**config.mk**
```make
export PLATFORM = sky130hd
export DESIGN_NAME = writeback_store
export DESIGN_NICKNAME = d
export VERILOG_FILES = /design/src/rtl/writeback_store.sv
export SDC_FILE = /design/constraint.sdc
export NUM_CORES = 1
export LEC_CHECK = 0
export BUFFER_PORTS_ARGS = -buffer_cell sky130_fd_sc_hd__buf_2
export CAP_MARGIN = 20
export CORE_MARGIN = 2
export CORE_UTILIZATION = 38
export DETAILED_ROUTE_END_ITERATION = 10
export GPL_TIMING_DRIVEN = 0
export SYNTH_ARGS = -nofsm -noshare
export SYNTH_HDL_FRONTEND = slang
export SYNTH_SLANG_ARGS = --single-unit
```
**constraint.sdc**
```tcl
create_clock -name clk -period 19.47 [get_ports clk]
set_input_delay 1.947 -clock clk [delete_from_list [all_inputs] [get_ports clk]]
set_output_delay 1.947 -clock clk [all_outputs]
set_load 0.02 [all_outputs]
```
**src/rtl/writeback_store.sv**
```systemverilog
// Writeback stage: retires register results in a single cycle. Stores are issued to the D-cache
// and retire on completion, bounded by a timeout that raises a sticky error flag.
module writeback_store #(
    parameter int ADDR_W  = 64,
    parameter int DATA_W  = 64,
    parameter int REG_W   = 4,
    parameter int TIMEOUT = 1024
) (
    input  logic              clk,
    input  logic              reset,
    input  logic              valid_in,
    input  logic [ADDR_W-1:0] rip_in,
    input  logic [REG_W-1:0]  dest_reg_in,
    input  logic              dest_reg_valid_in,
    input  logic [DATA_W-1:0] dest_value_in,
    input  logic              is_mem_dest_in,
    input  logic [ADDR_W-1:0] mem_addr_dest_in,
    output logic              wb_stall_out,
    output logic              rf_we_out,
    output logic [REG_W-1:0]  rf_waddr_out,
    output logic [DATA_W-1:0] rf_wdata_out,
    output logic              req_cyc_out,
    output logic [ADDR_W-1:0] req_addr_out,
    output logic [DATA_W-1:0] req_data_out,
    input  logic              req_ack_in,
    input  logic              resp_cyc_in,
    output logic              resp_ack_out,
    output logic              retire_valid_out,
    output logic [ADDR_W-1:0] retire_rip_out,
    output logic [31:0]       retired_count_out,
    output logic              store_err_out
);

    localparam int TW = $clog2(TIMEOUT + 1);
    localparam logic [TW-1:0] TIMER_LAST = TW'(TIMEOUT - 1);

    typedef enum logic [1:0] {
        IDLE = 2'd0,
        REQ  = 2'd1,
        RESP = 2'd2,
        DONE = 2'd3
    } state_t;

    state_t            state_q, state_d;
    logic [ADDR_W-1:0] rip_q, rip_d;
    logic [REG_W-1:0]  dest_q, dest_d;
    logic              dest_valid_q, dest_valid_d;
    logic [TW-1:0]     timer_q, timer_d;
    logic              rf_we_q, rf_we_d;
    logic [REG_W-1:0]  rf_waddr_q, rf_waddr_d;
    logic [DATA_W-1:0] rf_wdata_q, rf_wdata_d;
    logic              req_cyc_q, req_cyc_d;
    logic [ADDR_W-1:0] req_addr_q, req_addr_d;
    logic [DATA_W-1:0] req_data_q, req_data_d;
    logic              resp_ack_q, resp_ack_d;
    logic              retire_valid_q, retire_valid_d;
    logic [ADDR_W-1:0] retire_rip_q, retire_rip_d;
    logic [31:0]       count_q, count_d;
    logic              err_q, err_d;
    logic              store_done_s;

    // Next-state and registered-output computation.
    always_comb begin
        state_d        = state_q;
        rip_d          = rip_q;
        dest_d         = dest_q;
        dest_valid_d   = dest_valid_q;
        timer_d        = timer_q;
        rf_we_d        = 1'b0;
        rf_waddr_d     = rf_waddr_q;
        rf_wdata_d     = rf_wdata_q;
        req_cyc_d      = req_cyc_q;
        req_addr_d     = req_addr_q;
        req_data_d     = req_data_q;
        resp_ack_d     = 1'b0;
        retire_valid_d = 1'b0;
        retire_rip_d   = retire_rip_q;
        count_d        = count_q;
        err_d          = err_q;
        store_done_s   = 1'b0;

        case (state_q)
            IDLE: begin
                if (valid_in == 1'b1) begin
                    if (is_mem_dest_in == 1'b1) begin
                        state_d      = REQ;
                        rip_d        = rip_in;
                        dest_d       = dest_reg_in;
                        dest_valid_d = dest_reg_valid_in;
                        timer_d      = '0;
                        req_cyc_d    = 1'b1;
                        req_addr_d   = mem_addr_dest_in;
                        req_data_d   = dest_value_in;
                    end else begin
                        retire_valid_d = 1'b1;
                        retire_rip_d   = rip_in;
                        rf_we_d        = dest_reg_valid_in;
                        if (dest_reg_valid_in == 1'b1) begin
                            rf_waddr_d = dest_reg_in;
                            rf_wdata_d = dest_value_in;
                        end else begin
                            rf_waddr_d = rf_waddr_q;
                        end
                    end
                end else begin
                    state_d = IDLE;
                end
            end
            REQ: begin
                if (req_ack_in == 1'b1) begin
                    req_cyc_d = 1'b0;
                    if (resp_cyc_in == 1'b1) begin
                        store_done_s = 1'b1;
                    end else begin
                        state_d = RESP;
                        timer_d = timer_q + 1'b1;
                    end
                end else if (timer_q == TIMER_LAST) begin
                    req_cyc_d = 1'b0;
                    err_d     = 1'b1;
                    state_d   = IDLE;
                end else begin
                    timer_d = timer_q + 1'b1;
                end
            end
            RESP: begin
                if (resp_cyc_in == 1'b1) begin
                    store_done_s = 1'b1;
                end else if (timer_q == TIMER_LAST) begin
                    err_d   = 1'b1;
                    state_d = IDLE;
                end else begin
                    timer_d = timer_q + 1'b1;
                end
            end
            DONE: begin
                state_d = IDLE;
            end
            default: begin
                state_d = IDLE;
            end
        endcase

        // A completed store retires in the DONE cycle alongside its resp_ack pulse.
        if (store_done_s == 1'b1) begin
            state_d        = DONE;
            resp_ack_d     = 1'b1;
            retire_valid_d = 1'b1;
            retire_rip_d   = rip_q;
            rf_we_d        = dest_valid_q;
            if (dest_valid_q == 1'b1) begin
                rf_waddr_d = dest_q;
                rf_wdata_d = req_data_q;
            end else begin
                rf_waddr_d = rf_waddr_q;
            end
        end else begin
            store_done_s = 1'b0;
        end

        if (retire_valid_d == 1'b1) begin
            count_d = count_q + 32'd1;
        end else begin
            count_d = count_q;
        end
    end

    // State and output registers with asynchronous reset.
    always_ff @(posedge clk or posedge reset) begin
        if (reset) begin
            state_q        <= IDLE;
            rip_q          <= '0;
            dest_q         <= '0;
            dest_valid_q   <= 1'b0;
            timer_q        <= '0;
            rf_we_q        <= 1'b0;
            rf_waddr_q     <= '0;
            rf_wdata_q     <= '0;
            req_cyc_q      <= 1'b0;
            req_addr_q     <= '0;
            req_data_q     <= '0;
            resp_ack_q     <= 1'b0;
            retire_valid_q <= 1'b0;
            retire_rip_q   <= '0;
            count_q        <= 32'd0;
            err_q          <= 1'b0;
        end else begin
            state_q        <= state_d;
            rip_q          <= rip_d;
            dest_q         <= dest_d;
            dest_valid_q   <= dest_valid_d;
            timer_q        <= timer_d;
            rf_we_q        <= rf_we_d;
            rf_waddr_q     <= rf_waddr_d;
            rf_wdata_q     <= rf_wdata_d;
            req_cyc_q      <= req_cyc_d;
            req_addr_q     <= req_addr_d;
            req_data_q     <= req_data_d;
            resp_ack_q     <= resp_ack_d;
            retire_valid_q <= retire_valid_d;
            retire_rip_q   <= retire_rip_d;
            count_q        <= count_d;
            err_q          <= err_d;
        end
    end

    assign wb_stall_out      = (state_q != IDLE);
    assign rf_we_out         = rf_we_q;
    assign rf_waddr_out      = rf_waddr_q;
    assign rf_wdata_out      = rf_wdata_q;
    assign req_cyc_out       = req_cyc_q;
    assign req_addr_out      = req_addr_q;
    assign req_data_out      = req_data_q;
    assign resp_ack_out      = resp_ack_q;
    assign retire_valid_out  = retire_valid_q;
    assign retire_rip_out    = retire_rip_q;
    assign retired_count_out = count_q;
    assign store_err_out     = err_q;

endmodule

```
==> results.json, run 1 <==
{
  "final_nets": 2000,
  "num_vias": 11800,
  "synth_nets": 1453,
  "min_to": "retire_rip_out[39]",
  "leakagePower_nw": 10.4,
  "post_cts_resized": 0,
  "syn_inst": 1243,
  "rows": 74,
  "layout_setup_ws_ps": 15880,
  "design.core.area_um2": 40900,
  "nFillCells": 3748,
  "synthToLayoutAreaGrowth_pct": 29.4,
  "utilization": 0.499,
  "die_w_um": 208,
  "grt_max_degree": 120,
  "yosysUniqueCellTypes": 51,
  "cts_setup_buffers": 0,
  "drive_above_1_share": 0.365,
  "cts_root_buffer": "clkbuf_16",
  "crit_path_start_kind": "flop",
  "dpl_worst_slack_ps": 15250,
  "yosysMostFrequentCell": "dfrtp_1",
  "yosysWarnings": 0,
  "ctsHtreeMaxLevel": 2,
  "slew_headroom": 0.377,
  "ys_async_sr_fraction": 1.00,
  "critical_path.max_fanout": 10,
  "cts_made_buffers": 43,
  "fmax_ghz": 0.278,
  "finalClockSkew_ps": 12.6,
  "vias_per_cell": 4.99,
  "period_needed_ps": 3590,
  "cts_buffer_depth": 3,
  "antenna_found_initial": 9,
  "place_hpwl_mm": 33.3,
  "rsz0062_at_grt": "no",
  "synth_top_area_cell": "dfrtp_1",
  "final-instance-count-excl-fill": 2358,
  "grt_pass1_wl_mm": 72.1,
  "seq_area_frac_synth": 0.601,
  "dp.cells": 2277,
  "r2r_end": "rf_wdata_out[58]",
  "first_pass_iters": 5,
  "synthTopCellsByArea": "dfrtp_1 60%, mux2_1 9.3%, mux2i_1 8.2%",
  "power.total_mw": 3.49,
  "drc": 0,
  "wl_per_cell_um": 19.4,
  "clock-sinks": 379,
  "setup_viol": 0,
  "placed_area_um2": 19000,
  "fin_area_um2": 20400,
  "path_class": "reg2out",
  "status": "complete, no violations",
  "dieArea_um2": 43200,
  "ys_ff_latch": 379,
  "final_min_period_over_clock_period": 0.184,
  "hold_slack_ps": 475,
  "clk_pin_slew_ps": 60,
  "dieHeight_um": 208,
  "netlist_top_cells_count": "379 x dfrtp_1, 153 x nand2_1, 138 x o21ai_1",
  "drv_cap": 0,
  "clkLatencyLatePin_ps": 560,
  "worst_pin_slew_ps": 934,
  "final_max_slew_viol_count": 0,
  "antenna_left": 0,
  "io_buffers": 499,
  "max-vdd-ir-drop_mv": 0.0985,
  "netlist.area_leader.share": 0.601,
  "cp_data_arrival_time_ps": 1640,
  "track_usage": 0.210,
  "initial_core_util": 0.386,
  "whs_path_depth": 2,
  "worst_setup_path_end_kind": "primary output",
  "regToRegStartpoint": "state_q[0]",
  "reg2reg_slack_ps": 16580,
  "synth_top_flop_cell": "dfrtp_1",
  "min-delay-start": "rip_q[39]",
  "cp.required_ps": 17520,
  "gp_congestion": 0.820,
  "hp-class": "reg2reg",
  "synth_edf_count": 0,
  "powerDensity_nw_per_um2": 171,
  "syn-cell-area_um2": 15800,
  "drt_first_iter_violations": 693,
  "postCtsHoldBufs": 0,
  "hold_violations": 0,
  "first_global_vias": 12300,
  "pin_count": 501,
  "syn_area_per_cell_um2": 12.7,
  "finalSetupTns_ps": 0,
  "grt_overflow": 0,
  "r2r.worst_path.cells": 11,
  "cts_tree": "built",
  "wirelength_mm": 45.8
}
-- worst max path at each step --
stage / cells past startpoint / end / startpoint
6_report: 5 / wb_stall_out / state_q[0]
5_1_grt: 9 / rf_wdata_out[56] / resp_cyc_in
4_1_cts: 5 / wb_stall_out / state_q[0]
3_5_place_dp: 5 / req_data_out[60] / valid_in
3_3_place_gp: 2 / retired_count_out[26] / reset
2_1_floorplan: 1 / dest_q[0] / reset
-- placed cells by master, fill, tap and decap left out, drive strengths merged, types with 4 or more instances in the layout --
master and n:
nor2 16, nand3 13, nand4 9, nor3 6
mux2i 129, clkbuf 94, o21a 4, mux2 197
clkinv 9, a31oi 9, and3 13, ha 7
a21oi 10, o32a 4, nand2 153, xor2 12
xnor2 19, o21ai 151, diode 6, dfrtp 379
inv 11, buf 542
-- worst max-delay path, cell delays in order (launching register included) --
cell     delay (ps)
dfrtp_1         420
inv_1           120
ha_1            140
buf_2           200
inv_1            60
buf_2           160
-- power breakdown --
group          total (mW)  internal, mW  switching (mW)
Sequential           1.35          1.15           0.199
Clock               0.793         0.471           0.323
Combinational        1.35         0.505           0.842
Total                3.49          2.12            1.36
-- layout make-up --
type / count / area (µm²) / share of cell area
flip-flops and latches: 379 / 9480 / 0.464
multi-input cells: 781 / 5970 / 0.292
repair buffers: 502 / 2580 / 0.126
clock buffers: 62 / 1250 / 0.0612
well taps: 532 / 666 / 0.0326
plain buffers: 72 / 294 / 0.0144
clock inverters: 13 / 120 / 0.00588
inverters: 11 / 48.8 / 0.00239
diodes: 6 / 15.0 / 0.000735
-- routing by layer --
| metal | part of all wire | vias up | GRT usage |
|---|---|---|---|
| met5 | 0.00072 | - | 0 |
| met4 | 0.033 | 6 | 0.0805 |
| met3 | 0.072 | 90 | 0.0605 |
| met2 | 0.48 | 332 | 0.342 |
| met1 | 0.42 | 5869 | 0.267 |
| li1 | - | 5471 | - |
-- sequential cells by signal (all words and copies together), names as in the netlist, 2 cells and up --
| name | count |
|---|---|
| dest_q | 4 |
| req_addr_out | 64 |
| req_data_out | 64 |
| retire_rip_out | 64 |
| retired_count_out | 32 |
| rf_waddr_out | 4 |
| rf_wdata_out | 64 |
| rip_q | 64 |
| state_q | 2 |
| timer_q | 11 |
-- cells by family after synthesis --
kind of cell | Yosys count | synth area share
mux | 326 | 0.222
fa+ha+maj | 7 | 0.00555
compound gates | 190 | 0.0664
buf+inv | 83 | 0.0212
xor+xnor | 31 | 0.0172
flops | 379 | 0.601
simple gates | 227 | 0.0669
(Power assumes the default switching activity.)
==> inputs of run 2 (changes only) <==
ABC_AREA = 1   (was unset)
clock period = 3.4 ns   (was 19.47 ns; I/O delays follow)
==> run 2 against run 1 <==
  * First-iteration DRC count up 80%
  * Clock power rose to 5.9 times the previous value
  * Via count up 38%
  * Power rose to 5.9 times the previous value
  * Cell area up 14%
  * Combinational power rose to 6.1 times the previous value
  * Die area up 4.4%
  * Sequential share of layout area down 5.6 points
  * Synthesized cell count up 56%
  * Worst hold slack worse by 450 ps
  * Clock skew up 3.8 ps
  * Sequential cell count unchanged
  * Critical endpoint is now rip_q[42]
  * Largest cell class unchanged
==> results.json, run 2 <==
{
  "status": "complete, no violations",
  "power_frac_seq": 0.373,
  "max-vdd-ir-drop_mv": 0.526,
  "ys_async_sr_fraction": 1.00,
  "cts_root_buffer": "clkbuf_16",
  "finalClockSkew_ps": 16.3,
  "cts_buffer_depth": 3,
  "syn_area_per_cell_um2": 8.49,
  "wl_per_cell_um": 17.7,
  "first_global_vias": 16200,
  "vias_per_cell": 4.93,
  "synth_top_flop_cell": "dfrtp_1",
  "combPwrFrac": 0.401,
  "design.core.area_um2": 43000,
  "final_nets": 2893,
  "clk_pin_slew_ps": 60,
  "wl_met1_mm": 24.4,
  "synthTopCellsByArea": "dfrtp_1 57%, nand2_1 17%, nand3_1 4.6%",
  "netlist_top_cells_count": "765 x nand2_1, 379 x dfrtp_1, 153 x nand3_1",
  "ys_ff_latch": 379,
  "cts_made_buffers": 43,
  "hp-class": "in2reg",
  "cp.required_ps": 3870,
  "ctsHtreeMaxLevel": 2,
  "top_layer": "met5",
  "first_pass_iters": 6,
  "seq_area_frac_synth": 0.575,
  "antenna_left": 0,
  "wl_met3_mm": 4.49,
  "dr_wl_met2_mm": 27.7,
  "rows": 76,
  "rsz0062_at_grt": "no",
  "worst_setup_path_end_kind": "flop",
  "hold_violations": 0,
  "drc": 0,
  "netlist.area_leader.share": 0.575,
  "finalSetupTns_ps": 0,
  "clkLatencyLatePin_ps": 560,
  "grt_overflow": 0,
  "dieArea_um2": 45100,
  "leakagePower_nw": 12.0,
  "hold_slack_ps": 26.1,
  "grt_max_degree": 43,
  "syn-cell-area_um2": 16500,
  "post_cts_resized": 0,
  "final_max_slew_viol_count": 0,
  "slew_headroom": 0.528,
  "synth_top_area_cell": "dfrtp_1",
  "die_w_um": 212,
  "p_clk_frac": 0.226,
  "swShare": 0.420,
  "period_needed_ps": 2480,
  "yosysMostFrequentCell": "nand2_1",
  "synth_nets": 2154,
  "final_min_period_over_clock_period": 0.730,
  "powerDensity_nw_per_um2": 888,
  "crit_path_start_kind": "flop",
  "path_class": "reg2reg",
  "syn_inst": 1944,
  "setup_viol": 0,
  "initial_core_util": 0.384,
  "drv_cap": 0,
  "yosysUniqueCellTypes": 32,
  "gp_congestion": 0.922,
  "p_switching_mw": 8.65,
  "grt_pass1_wl_mm": 90.5,
  "io_buffers": 500,
  "layout_commonest_cell": "nand2_1",
  "worst_pin_slew_ps": 707,
  "critical_path.max_fanout": 10,
  "drt_first_iter_violations": 1245,
  "track_usage": 0.256,
  "drive_above_1_share": 0.245,
  "synthToLayoutAreaGrowth_pct": 40.6,
  "place_hpwl_mm": 41.8,
  "clock-sinks": 379,
  "antenna_found_initial": 5,
  "dieHeight_um": 212,
  "cp_data_arrival_time_ps": 2950,
  "synth_edf_count": 0,
  "wirelength_mm": 58.4,
  "yosysWarnings": 0,
  "pin_count": 501,
  "cts_tree": "built",
  "fmax_ghz": 0.403,
  "num_vias": 16300,
  "power.internal_mw": 11.9,
  "layout_common_cells": "765 x nand2_1, 559 x buf_2, 379 x dfrtp_1"
}
==> run 2: critical path, cell delays in order (launching register included) <==
cell and delay (ps):
dfrtp_1 410, inv_1 140, ha_1 210, inv_2 80, nor3_4 580, buf_2 430, buf_2 320, nand2_1 90
o21ai_0 110
==> run 2: cell families (layout without fill, tap and decap cells) <==
family	count (synthesis)	in the layout	synth area share
AOI/OAI and AO/OA	234	234	0.0871
xor gates and xnor gates	21	21	0.0111
DFF	379	379	0.575
adders and majority gates	7	7	0.00531
and+or+nand+nor	1075	1075	0.261
other	0	2	0
buffers and inverters	228	997	0.0605
==> run 2: what timing repair did <==
action	CTS	global route
buffers inserted	0	0
hold endpoints to repair	208	0
hold buffers	183	0
endpoints found under the setup margin	0	0
==> run 2: worst paths after layout <==
kind / endpoint / start / cells after the start / slack (ps)
min: rip_q[37] / rip_in[37] / 3 / 30
max in group asynchronous: req_data_out[21] / reset / 8 / 1380
min reg2reg: req_addr_out[59] / req_addr_out[59] / 2 / 460
min in group asynchronous: retired_count_out[9] / reset / 3 / 440
max: rip_q[42] / state_q[1] / 8 / 920
max reg2reg: rip_q[42] / state_q[1] / 8 / 920
==> run 2: metal layers <==
| layer | vias up | global-route usage |
|---|---|---|
| met1 | 7845 | 0.329 |
| met5 | - | 0 |
| met4 | 6 | 0.0779 |
| li1 | 7743 | - |
| met3 | 135 | 0.0722 |
| met2 | 554 | 0.420 |
==> run 2: through the flow <==
stage	setup slack, ps	cell area, µm²	instances	utilization	power, mW
floorplan	-2030	16500	1944	-	12.5
global placement	-4460	19700	3029	0.459	15.6
detailed placement	938	20000	3040	0.465	15.8
CTS	926	23200	3298	0.540	20.7
global route	794	23200	3298	0.540	21.9
finish	917	23200	3300	0.540	20.6
==> run 2: area by class of cell <==
class / count / area [µm²]
timing repair buffer: 694 / 4550
clock buffer: 67 / 1330
antenna: 2 / 5.00
buffer: 111 / 559
inverter: 117 / 443
tap: 585 / 732
clock inverter: 8 / 76.3
fill: 4022 / 19800
multi-input combinational: 1337 / 6030
sequential: 379 / 9480
==> run 2: power groups by stage <==
stage	combinational [mW]	clock, mW	sequential, mW
6_report	8.26	4.66	7.68
5_1_grt	9.08	4.93	7.92
4_1_cts	8.28	4.75	7.65
3_5_place_dp	8.09	0	7.69
3_3_place_gp	7.95	0	7.67
2_1_floorplan	2.97	0	9.53
